--- src/rtl/accel_job_sequencer.sv ---
// Round-robin job sequencer for the systolic accelerator: grants one request channel,
// then walks the read / compute / write engines with a per-phase watchdog and error reporting.
module accel_job_sequencer #(
  parameter int NUM_OPS = 2,
  parameter int ADDR_W  = 32,
  parameter int DIM_W   = 4,
  parameter int TIMEOUT = 1024,
  parameter int CNT_W   = 16,
  localparam int OP_W   = (NUM_OPS > 1) ? $clog2(NUM_OPS) : 1
) (
  input  logic                      M_AXI_ACLK,
  input  logic                      M_AXI_ARESET,
  input  logic [NUM_OPS-1:0]        op_req,
  input  logic [NUM_OPS*ADDR_W-1:0] op_src_a_addr,
  input  logic [NUM_OPS*DIM_W-1:0]  op_dim_a,
  input  logic [NUM_OPS*ADDR_W-1:0] op_src_b_addr,
  input  logic [NUM_OPS*DIM_W-1:0]  op_dim_b,
  input  logic [NUM_OPS*ADDR_W-1:0] op_dst_addr,
  output logic [NUM_OPS-1:0]        op_ack,
  input  logic                      abort,
  input  logic                      rd_done,
  input  logic                      cmp_done,
  input  logic                      wr_done,
  output logic                      rd_start,
  output logic                      cmp_start,
  output logic                      wr_start,
  output logic [ADDR_W-1:0]         job_addr_a,
  output logic [ADDR_W-1:0]         job_addr_b,
  output logic [ADDR_W-1:0]         job_addr_dst,
  output logic [DIM_W-1:0]          job_dim_a,
  output logic [DIM_W-1:0]          job_dim_b,
  output logic [OP_W-1:0]           job_op,
  output logic                      busy,
  output logic                      job_done,
  output logic                      job_err,
  output logic [2:0]                err_code,
  output logic [CNT_W-1:0]          jobs_completed
);

  localparam int WD_W = $clog2(TIMEOUT);
  localparam logic [WD_W-1:0] WD_MAX = WD_W'(TIMEOUT - 1);

  localparam logic [2:0] ERR_NONE    = 3'd0;
  localparam logic [2:0] ERR_DIM     = 3'd1;
  localparam logic [2:0] ERR_RD_TMO  = 3'd2;
  localparam logic [2:0] ERR_CMP_TMO = 3'd3;
  localparam logic [2:0] ERR_WR_TMO  = 3'd4;
  localparam logic [2:0] ERR_ABORT   = 3'd5;

  typedef enum logic [2:0] {
    S_IDLE,
    S_RD,
    S_CMP,
    S_WR,
    S_DONE,
    S_ERR
  } state_t;

  state_t            state;
  logic [OP_W-1:0]   rr_ptr;
  logic [WD_W-1:0]   wd_cnt;

  logic [ADDR_W-1:0] ch_addr_a   [NUM_OPS];
  logic [ADDR_W-1:0] ch_addr_b   [NUM_OPS];
  logic [ADDR_W-1:0] ch_addr_dst [NUM_OPS];
  logic [DIM_W-1:0]  ch_dim_a    [NUM_OPS];
  logic [DIM_W-1:0]  ch_dim_b    [NUM_OPS];

  for (genvar i = 0; i < NUM_OPS; i++) begin : g_unpack
    assign ch_addr_a[i]   = op_src_a_addr[i*ADDR_W +: ADDR_W];
    assign ch_addr_b[i]   = op_src_b_addr[i*ADDR_W +: ADDR_W];
    assign ch_addr_dst[i] = op_dst_addr[i*ADDR_W +: ADDR_W];
    assign ch_dim_a[i]    = op_dim_a[i*DIM_W +: DIM_W];
    assign ch_dim_b[i]    = op_dim_b[i*DIM_W +: DIM_W];
  end

  // Search starts one past the last granted channel so every requester gets a turn.
  logic            gnt_valid;
  logic [OP_W-1:0] gnt_idx;
  logic [OP_W-1:0] cand;

  always_comb begin
    gnt_valid = 1'b0;
    gnt_idx   = '0;
    cand      = rr_ptr;
    for (int i = 0; i < NUM_OPS; i++) begin
      cand = (cand == OP_W'(NUM_OPS - 1)) ? '0 : cand + OP_W'(1);
      if (!gnt_valid && op_req[cand]) begin
        gnt_valid = 1'b1;
        gnt_idx   = cand;
      end
    end
  end

  always_comb begin
    op_ack = '0;
    if (!M_AXI_ARESET && state == S_IDLE && gnt_valid) begin
      op_ack[gnt_idx] = 1'b1;
    end
  end

  logic       phase_done;
  logic [2:0] tmo_code;

  always_comb begin
    phase_done = 1'b0;
    tmo_code   = ERR_NONE;
    case (state)
      S_RD:    begin phase_done = rd_done;  tmo_code = ERR_RD_TMO;  end
      S_CMP:   begin phase_done = cmp_done; tmo_code = ERR_CMP_TMO; end
      S_WR:    begin phase_done = wr_done;  tmo_code = ERR_WR_TMO;  end
      default: ;
    endcase
  end

  logic dim_bad;
  assign dim_bad = (ch_dim_a[gnt_idx] == '0) || (ch_dim_b[gnt_idx] == '0);

  // Priority inside a phase: abort, then done, then watchdog expiry.
  always_ff @(posedge M_AXI_ACLK) begin
    if (M_AXI_ARESET) begin
      state          <= S_IDLE;
      rr_ptr         <= OP_W'(NUM_OPS - 1);
      wd_cnt         <= '0;
      rd_start       <= 1'b0;
      cmp_start      <= 1'b0;
      wr_start       <= 1'b0;
      job_addr_a     <= '0;
      job_addr_b     <= '0;
      job_addr_dst   <= '0;
      job_dim_a      <= '0;
      job_dim_b      <= '0;
      job_op         <= '0;
      busy           <= 1'b0;
      job_done       <= 1'b0;
      job_err        <= 1'b0;
      err_code       <= ERR_NONE;
      jobs_completed <= '0;
    end else begin
      rd_start  <= 1'b0;
      cmp_start <= 1'b0;
      wr_start  <= 1'b0;
      job_done  <= 1'b0;
      job_err   <= 1'b0;
      case (state)
        S_IDLE: begin
          if (gnt_valid) begin
            rr_ptr       <= gnt_idx;
            job_addr_a   <= ch_addr_a[gnt_idx];
            job_addr_b   <= ch_addr_b[gnt_idx];
            job_addr_dst <= ch_addr_dst[gnt_idx];
            job_dim_a    <= ch_dim_a[gnt_idx];
            job_dim_b    <= ch_dim_b[gnt_idx];
            job_op       <= gnt_idx;
            busy         <= 1'b1;
            wd_cnt       <= '0;
            if (dim_bad) begin
              state    <= S_ERR;
              job_err  <= 1'b1;
              err_code <= ERR_DIM;
            end else begin
              state    <= S_RD;
              rd_start <= 1'b1;
            end
          end
        end
        S_RD, S_CMP, S_WR: begin
          wd_cnt <= wd_cnt + WD_W'(1);
          if (abort) begin
            state    <= S_ERR;
            job_err  <= 1'b1;
            err_code <= ERR_ABORT;
          end else if (phase_done) begin
            wd_cnt <= '0;
            case (state)
              S_RD:    begin state <= S_CMP;  cmp_start <= 1'b1; end
              S_CMP:   begin state <= S_WR;   wr_start  <= 1'b1; end
              default: begin state <= S_DONE; job_done  <= 1'b1; end
            endcase
          end else if (wd_cnt == WD_MAX) begin
            state    <= S_ERR;
            job_err  <= 1'b1;
            err_code <= tmo_code;
          end
        end
        S_DONE: begin
          if (abort) begin
            state    <= S_ERR;
            job_err  <= 1'b1;
            err_code <= ERR_ABORT;
          end else begin
            state    <= S_IDLE;
            busy     <= 1'b0;
            err_code <= ERR_NONE;
            if (jobs_completed != {CNT_W{1'b1}}) begin
              jobs_completed <= jobs_completed + CNT_W'(1);
            end
          end
        end
        S_ERR: begin
          state <= S_IDLE;
          busy  <= 1'b0;
        end
        default: begin
          state <= S_IDLE;
          busy  <= 1'b0;
        end
      endcase
    end
  end

endmodule

--- config.mk ---
export PLATFORM = sky130hd
export DESIGN_NAME = accel_job_sequencer
export DESIGN_NICKNAME = d
export VERILOG_FILES = /design/src/rtl/accel_job_sequencer.sv
export SDC_FILE = /design/constraint.sdc
export NUM_CORES = 1
export LEC_CHECK = 0
export CORE_AREA = 2 2 134 136
export DETAILED_ROUTE_END_ITERATION = 10
export DIE_AREA = 0 0 136 138
export GPL_TIMING_DRIVEN = 0
export PLACE_DENSITY = 0.79
export REMOVE_ABC_BUFFERS = 1
export SLEW_MARGIN = 15
export SYNTH_ARGS = -nofsm -noshare
export SYNTH_HDL_FRONTEND = slang
export SYNTH_SLANG_ARGS = --single-unit
export TNS_END_PERCENT = 100
--- constraint.sdc ---
create_clock -name M_AXI_ACLK -period 4.1 [get_ports M_AXI_ACLK]
set_input_delay 0.41 -clock M_AXI_ACLK [delete_from_list [all_inputs] [get_ports M_AXI_ACLK]]
set_output_delay 0.41 -clock M_AXI_ACLK [all_outputs]
set_load 0.005 [all_outputs]
# --- Yosys cells after proc, flatten, opt, wreduce, memory -nomap -nowiden ---
# Cells that the tools add are included.
word_totals:
  ff_bits: 144
  input_bits: 216
  out_inout_bits: 132
  word_cells: 128
classes:
  n_addsub: 4
  n_lt_le_gt_ge: 5
  eq_ne: 12
  muxes: 62
  bitwise_logic: 6
  reduce_logical: 22
op_table:
  columns: ["operator", "count"]
  rows:
  - ["32-bit two-way mux", 9]
  - ["3-bit two-way mux", 11]
  - ["10-bit two-way mux", 3]
  - ["3-bit case mux with 3 select lines", 3]
  - ["4-bit two-way mux", 6]
  - ["1-bit two-way mux", 23]
  - ["10-bit case mux with 2 select lines", 1]
  - ["16-bit by 1-bit adder with 16-bit output, second input constant", 1]
  - ["16-bit inequality test, second input constant", 1]
  - ["10-bit by 1-bit adder with 10-bit output, second input constant", 1]
  - ["10-bit == test, second input constant", 1]
  - ["1-bit case mux with 3 select lines", 3]
  - ["4-bit zero test", 2]
  - ["3-bit by 2-bit == test with 1-bit output, second input constant", 2]
  - ["1-bit by 2-bit < comparator with 1-bit output, second input constant", 3]
  - ["2-bit inequality test, second input constant", 3]
  - ["3-bit inequality test, second input constant", 2]
  - ["3-bit case mux with 2 select lines", 1]
  - ["2-bit AND reduction", 3]
  - ["3-bit AND reduction", 2]
  - ["3-bit OR reduction", 2]
  - ["1-bit NOT", 5]
  - ["5-bit AND reduction", 1]
  - ["1-bit logical AND", 4]
  - ["other kinds (16)", 18]

# --- Depth between registers and ports, before layout ---
# Gate-level depths: netlist (run 1).
logic_depth:
  depth_word: 17
  ltp_mapped: 7
  ltp_nobuf: 6

# --- Worst setup path before layout (run 1) ---
# No wires, ideal clock.
synth_timing:
  kind: "reg-to-reg"
  start: "register jobs_completed[0]"
  end: "register jobs_completed[12]"
  arrival_ns: 1.569
  required_ns: 3.972
  path_slack_ns: 2.404
  stages_incl_launch_ff: 8
  n_path_buf: 1
  path_cell_list: "dfxtp_1 > ha_1 > nand4_1 > nor4_4 > buf_4 > nor3_1 > xnor2_1 > nor2_1"
synth_between:
  elab_chain_len: 2
synth_lines:
  columns: ["item", "line_no", "rtl"]
  rows:
  - ["start, declared", "37", "output logic [CNT_W-1:0] jobs_completed"]
  - ["start signal, assigned", "196", "jobs_completed <= jobs_completed + CNT_W'(1);"]
  - ["branches (longest 2 deep; another with 16-bit by 1-bit adder with 16-bit output)", null, null]
# Parallel ways; which one is timed is not known.
# A chain may end at the register's enable or synchronous reset.

# --- Worst setup path after layout (run 1) ---
layout_timing:
  start: "register state[1]"
  end: "register job_addr_a[0]"
layout_between:
  elab_chain_len: 2
layout_lines:
  columns: ["item", "line_no", "rtl"]
  rows:
  - ["start, declared", "59", "state_t state;"]
  - ["start signal, assigned", "122", "state <= S_IDLE;"]
  - ["start signal, assigned", "158", "state <= S_ERR;"]
  - ["start signal, assigned", "162", "state <= S_RD;"]
  - ["3-bit zero test", "145", "case (state)"]
  - ["2-bit AND reduction (no source line)", null, null]
  - ["end signal, assigned", "149", "job_addr_a <= ch_addr_a[gnt_idx];"]
  - ["end, declared", "27", "output logic [ADDR_W-1:0] job_addr_a,"]
# No other way between the ends.

==> metrics.txt, run 1 <==
status=finished clean; synth warn=0; CTS buffer count=17; Hold-fix buffers, CTS=0; overall global routing resource usage=23.5%; DR iter-0 viols=396; count leader, synth=nand2_1; FP Rows=49; Finished Layout Cells=1384; post-synthesis sequential area ratio=44.4%; chip width=136 µm; CTS resizes=0; final wirelength=22800 µm; crit path capture type=register; Post-route DRC=0; Static Leak=4.07 nW; IO Port Bufs=347; worst path arrival time=3.25 ns; Comb power frac=27.9%; Worst slew margin=41.8%; core area=0.0175 mm²; cell taking the most area after synthesis=dfxtp_1; Post-CTS Repair Setup Buffers=0; Synth area leaders=dfxtp_1, a311oi_1, nand2_1, nor2_1, xnor2_1; Critical Path RT=4.42 ns; clock power share=36.1%; crit path buf inv count=4; H-Tree Depth=4; Hold WC Path Type=in2reg; cell count after placement=1352; sw power=1.31 mW; P_int=3.43 mW; number of synthesized register bits=144; global-route wire length before repair=34900 µm; IR drop worst, VDD=278 µV; clock-pin transition on the worst setup and hold timing paths=0.06 ns; TritonCTS clock tree=built; Final Cycle Share=71.5%; antenna diode count=0; buffer depth of the longest clock path=2; layout cells sized above 1=5.71%; RSZ-0062 raised after global routing=no; Post-synth EDFFs=0; mapped cell area=0.00650 mm²; Starting Density=37.1%; Worst setup SP type=register; Worst Path Max Fanout=16; Cells after Synth=823; clk_lat worst skew=0.42 ns; slowest stage delay, CP=0.67 ns; final hold vios=0; DRT Pass-1 Iters=5; Setup-failing EPs final=0; Syn-to-layout area delta=67.8%; vias in the first global route=6564; average size of a mapped cell=7.90 µm²; post-synth top area share=44.4%; Setup Skew=0.00916 ns; Layout Utilization=62.2%; Main synth FF type=dfxtp_1; RD Place Congestion=0.871; Post-layout nets=1360; crit path time final=2.93 ns; switching portion of total power=27.6%; Most common cell on crit path=buf_4; Via density=5.17; TritonCTS Sinks=144; die extent in y=138 µm; crit-path cells=or2_2 -> nor3_2 -> buf_4 -> buf_4 -> buf_4 -> buf_6 -> nor2_1 -> a311oi_1; largest net degree at the start of global routing=72; Critical Setup Path Class=reg2reg; Synth top cells by count=nand2_1, dfxtp_1, nor2_1; initial antenna violation count=0; Cell variety after synth=51; Flop pwr share=36.0%; Worst Max-Slew Pin Slew=0.868 ns; max_cap viols=0; die area=0.0188 mm²; IO Count=348; global route overflow=0; Post-DRT Antenna Nets=0; CTS Root Cell=clkbuf_16; final slew viol count=0; vias post-DR=7153; setup_tns=0 ns; Detail Placement HPWL=17000 µm; asr flop ratio synth=0%; drt wl/cell=16.5 µm; Max Fclk=0.341 GHz; CP delay by family, top=simple AND/OR/NAND/NOR gates; critical path's slowest cell=nor3_2; Power Density=435 mW/mm²
## layout make-up
| cell class | count | area, µm² |
|---|---|---|
| clock inverter | 12 | 208 |
| clock buffer | 20 | 437 |
| multi-input combinational | 604 | 3290 |
| tap | 229 | 287 |
| timing repair buffer | 369 | 3780 |
| fill | 1474 | 6630 |
| sequential | 144 | 2880 |
| inverter | 6 | 22.5 |
## power groups by stage
stage	Clock [mW]	Sequential [mW]	Combinational, mW
detailed placement	0	1.74	1.32
global route	1.79	1.73	1.44
global placement	0	1.71	1.38
finish	1.71	1.71	1.32
floorplan	0	1.75	0.632
CTS	1.74	1.71	1.33
## per-stage QoR
step	power (mW)	setup slack, ns	instance area (µm²)	hold slack [ns]
after floorplan	2.38	-7.86	6180	0.447
after global placement	3.10	-13.48	9940	0.445
after detailed placement	3.06	0.736	10300	0.474
after CTS	4.77	1.16	10900	0.406
after global routing	4.96	0.945	10900	0.439
final	4.74	1.17	10900	0.411
## path summary, 6_finish.rpt
check | startpoint | to | slack, ns | cells past startpoint
worst max-delay path | state[1] | job_addr_a[0] | 1.17 | 8
worst min-delay path | M_AXI_ARESET | wd_cnt[1] | 0.41 | 2
worst max register to register | state[1] | job_addr_a[0] | 1.17 | 8
worst min register to register | job_op | job_op | 0.48 | 2
## routing by layer
layer / track usage (%) / wire [µm] / up-vias
met5: 0 / 0 / -
met4: 10.9 / 773 / 0
met3: 6.45 / 1770 / 51
met2: 40.0 / 11200 / 304
met1: 27.2 / 9140 / 3273
li1: - / - / 3525
## sequential cells by signal (all words and copies together) (netlist names), 3 cells and up
signal / count
job_addr_a: 32
job_addr_b: 32
job_addr_dst: 32
jobs_completed: 16
wd_cnt: 10
job_dim_a: 4
job_dim_b: 4
err_code: 3
state: 3
## logic make-up (layout without fill, tap and decap cells)
| kind of cell | after synthesis | in the layout | share of synthesized area, % |
|---|---|---|---|
| xor gates and xnor gates | 21 | 21 | 2.83 |
| buffers and inverters | 75 | 407 | 5.31 |
| AOI/OAI and AO/OA | 146 | 146 | 18.4 |
| DFF | 144 | 144 | 44.4 |
| muxes | 4 | 4 | 0.635 |
| and+or+nand+nor | 431 | 431 | 28.1 |
| adders and majority gates | 2 | 2 | 0.385 |
## cell usage in the layout (no fill, tap or decap), types with 2 or more instances in the layout
master,count
buf_6,6
a22oi_1,2
nand2_1,226
clkinvlp_4,3
o21bai_1,3
clkdlybuf4s50_1,346
mux2i_1,3
nor4_2,2
a21o_1,2
inv_1,6
nand4_1,5
nor3b_1,2
nand3_1,9
a21oi_1,14
clkbuf_16,17
dfxtp_1,144
buf_4,11
a2bb2oi_1,2
ha_1,2
inv_6,2
and4_1,2
nor4_1,5
or2_2,2
nor2_1,142
bufinv_16,5
clkbuf_1,3
buf_16,6
xnor2_1,16
xor2_1,5
o21ai_0,7
or3_1,2
nor3_1,19
clkinv_4,2
a311oi_1,107
nand2b_1,3
Power figures use the tool's default switching activity.
==> inputs of run 2 (changes only) <==
Settings changed: CORE_AREA 2 2 134 136 to 2 2 135 137, DIE_AREA 0 0 136 138 to 0 0 137 139, PLACE_DENSITY 0.79 to 0.78.
Clock period 4.1 ns to 3.05 ns, I/O delays scaled along.
==> run 2 against run 1 <==
  * Core utilization down 0.77 points
  * First-iteration DRC count up 21%
  * Critical path depth grew 3
  * Sequential power increased by 35%
  * Final cell count is essentially flat
  * Clock-buffer cell count fell by 1
  * Clock skew is 0.0014 ns higher
  * Clock power is 18% higher
  * Critical path type unchanged
  * Critical endpoint is now job_addr_dst[31]
  * Largest cell class unchanged
==> metrics.txt, run 2 (same netlist as run 1, synthesis figures left out) <==
Layout Utilization=61.4% (was 62.2%); layout cells sized above 1=5.98% (was 5.71%); Post-route DRC=0 (unchanged); final wirelength=22500 µm (was 22800 µm); vias in the first global route=6566 (was 6564); crit path time final=2.75 ns (was 2.93 ns); worst hold path stage count=2 (unchanged); global route overflow=0 (unchanged); most frequent cells in the layout=clkdlybuf4s50_1, nand2_1, nor2_1, dfxtp_1, a311oi_1 (was clkdlybuf4s50_1, nand2_1, dfxtp_1); met1 wire length=8860 µm (was 9140 µm); Detail Placement HPWL=16600 µm (was 17000 µm); Hold WC Path Type=in2reg (unchanged); clock-pin transition on the worst setup and hold timing paths=0.06 ns (about the same); cell count after placement=1352 (unchanged); RR Endpoint=job_addr_dst[31] (was job_addr_a[0]); Finished Layout Cells=1383 (was 1384); R2R cell count=11 (was 8); Static Leak=4.05 nW (was 4.07 nW); die area=0.0190 mm² (was 0.0188 mm²); Setup-failing EPs final=0 (unchanged); pre-CTS setup slack=-0.551 ns (was 0.736 ns); IR drop worst, VDD=376 µV (was 278 µV); vias post-DR=7120 (was 7153); Syn-to-layout area delta=66.9% (was 67.8%); initial antenna violation count=0 (unchanged); H-Tree Depth=4 (unchanged); status=finished clean (unchanged); TritonCTS Sinks=144 (unchanged); IO Port Bufs=347 (unchanged); IO Count=348 (unchanged); DR iter-0 viols=478 (was 396); overall global routing resource usage=23.1% (was 23.5%); FP Rows=49 (unchanged); worst path arrival time=3.06 ns (was 3.25 ns); drt wl/cell=16.3 µm (was 16.5 µm); Critical Setup Path Class=reg2reg (unchanged); TritonCTS clock tree=built (unchanged); antenna diode count=0 (unchanged); Worst setup SP type=register (unchanged); crit path capture type=register (unchanged); Final Cycle Share=90.0% (was 71.5%); die extent in y=139 µm (was 138 µm); Worst Max-Slew Pin Slew=0.870 ns (was 0.868 ns); Critical Path RT=3.36 ns (was 4.42 ns); clk_lat worst skew=0.42 ns (about the same); CTS Root Cell=clkbuf_16 (unchanged); chip width=137 µm (was 136 µm); DRT Pass-1 Iters=5 (unchanged); Via density=5.15 (was 5.17); core area=0.0177 mm² (was 0.0175 mm²); final slew viol count=0 (unchanged); worst reg2reg path startpoint=state[0] (was state[1]); largest net degree at the start of global routing=76 (was 72); max layer used=met4 (unchanged); Post-layout nets=1361 (was 1360); buffer depth of the longest clock path=2 (unchanged); top flop regs=job_addr_a x32, job_addr_b x32, job_addr_dst x32 (unchanged); Hold Crit Start=M_AXI_ARESET (unchanged); Starting Density=36.8% (was 37.1%); Max Fclk=0.364 GHz (was 0.341 GHz); CTS buffer count=17 (unchanged); PnR worst setup slack=0.305 ns (was 1.17 ns); global-route wire length before repair=34700 µm (was 34900 µm); WL met2=11000 µm (was 11200 µm); Worst slew margin=41.6% (was 41.8%); Worst Path Max Fanout=15 (was 16); worst hold slack=0.289 ns (was 0.411 ns); final hold vios=0 (unchanged); Reg2Reg Setup Slack=0.30 ns (was 1.17 ns); Layout fillers=1512 (was 1474); Power Density=562 mW/mm² (was 435 mW/mm²); max_cap viols=0 (unchanged); RD Place Congestion=0.869 (was 0.871); commonest non-fill, non-tap cell in the layout=clkdlybuf4s50_1 (unchanged); RSZ-0062 raised after global routing=no (unchanged); Post-DRT Antenna Nets=0 (unchanged); Setup Skew=0.0105 ns (was 0.00916 ns); WL met3=1890 µm (was 1770 µm); Worst Hold Endpoint=job_err (was wd_cnt[1])
run 2: layout make-up:
cell class | instances | area, µm² | area share, %
Tap cell | 229 | 287 | 2.64
Clock inverter | 11 | 118 | 1.08
Sequential cell | 144 | 2890 | 26.6
Timing Repair Buffer | 370 | 3790 | 35.0
Inverter | 6 | 22.5 | 0.208
Clock buffer | 19 | 443 | 4.08
Multi-Input combinational cell | 604 | 3300 | 30.4
run 2: worst max-delay path by stage:
stage	startpoint	endpoint	slack, ns	cells after the start
3_3_place_gp	op_req[1]	job_addr_dst[5]	-14.03	4
4_1_cts	state[1]	job_addr_dst[31]	0.21	11
5_1_grt	state[0]	job_addr_dst[31]	0.07	11
2_1_floorplan	state[1]	job_addr_a[0]	-8.91	3
6_report	state[0]	job_addr_dst[31]	0.30	11
3_5_place_dp	op_req[0]	job_addr_dst[31]	-0.55	12
run 2: per-stage QoR:
step | total power, mW | TNS [ns] | instance area [µm²]
CTS | 6.15 | 0 | 10800
global placement | 3.87 | -1590.39 | 9940
floorplan | 3.18 | -963.08 | 6180
global route | 6.42 | 0 | 10800
finish | 6.10 | 0 | 10800
detailed placement | 4.11 | -9.94 | 10300
run 2: what timing repair did:
item | 4_1_cts | 5_1_grt
buffers inserted | 1 | 0
pin swaps | 1 | 0
resized for setup | 1 | 2
hold buffers | 0 | 0
endpoints found under the setup margin | 17 | 1
run 2: critical path, cell delays in order (launching register included):
cell and delay, ns:
dfxtp_2 0.39, or2_2 0.38, nor3_4 0.21, buf_6 0.19, buf_4 0.22, buf_6 0.17
buf_4 0.21, buf_6 0.17, buf_4 0.19, buf_6 0.17, nor2_1 0.06, a311oi_1 0.28
run 2: report_power, final:
part | internal (mW) | switching (mW)
clock network | 1.21 | 0.801
registers | 2.14 | 0.153
logic | 1.02 | 0.769
run 2: layer usage:
layer	vias to the layer above	GRT usage, %
li1	3529	-
met5	-	0
met3	56	6.40
met1	3238	27.3
met4	0	9.44
met2	297	39.2
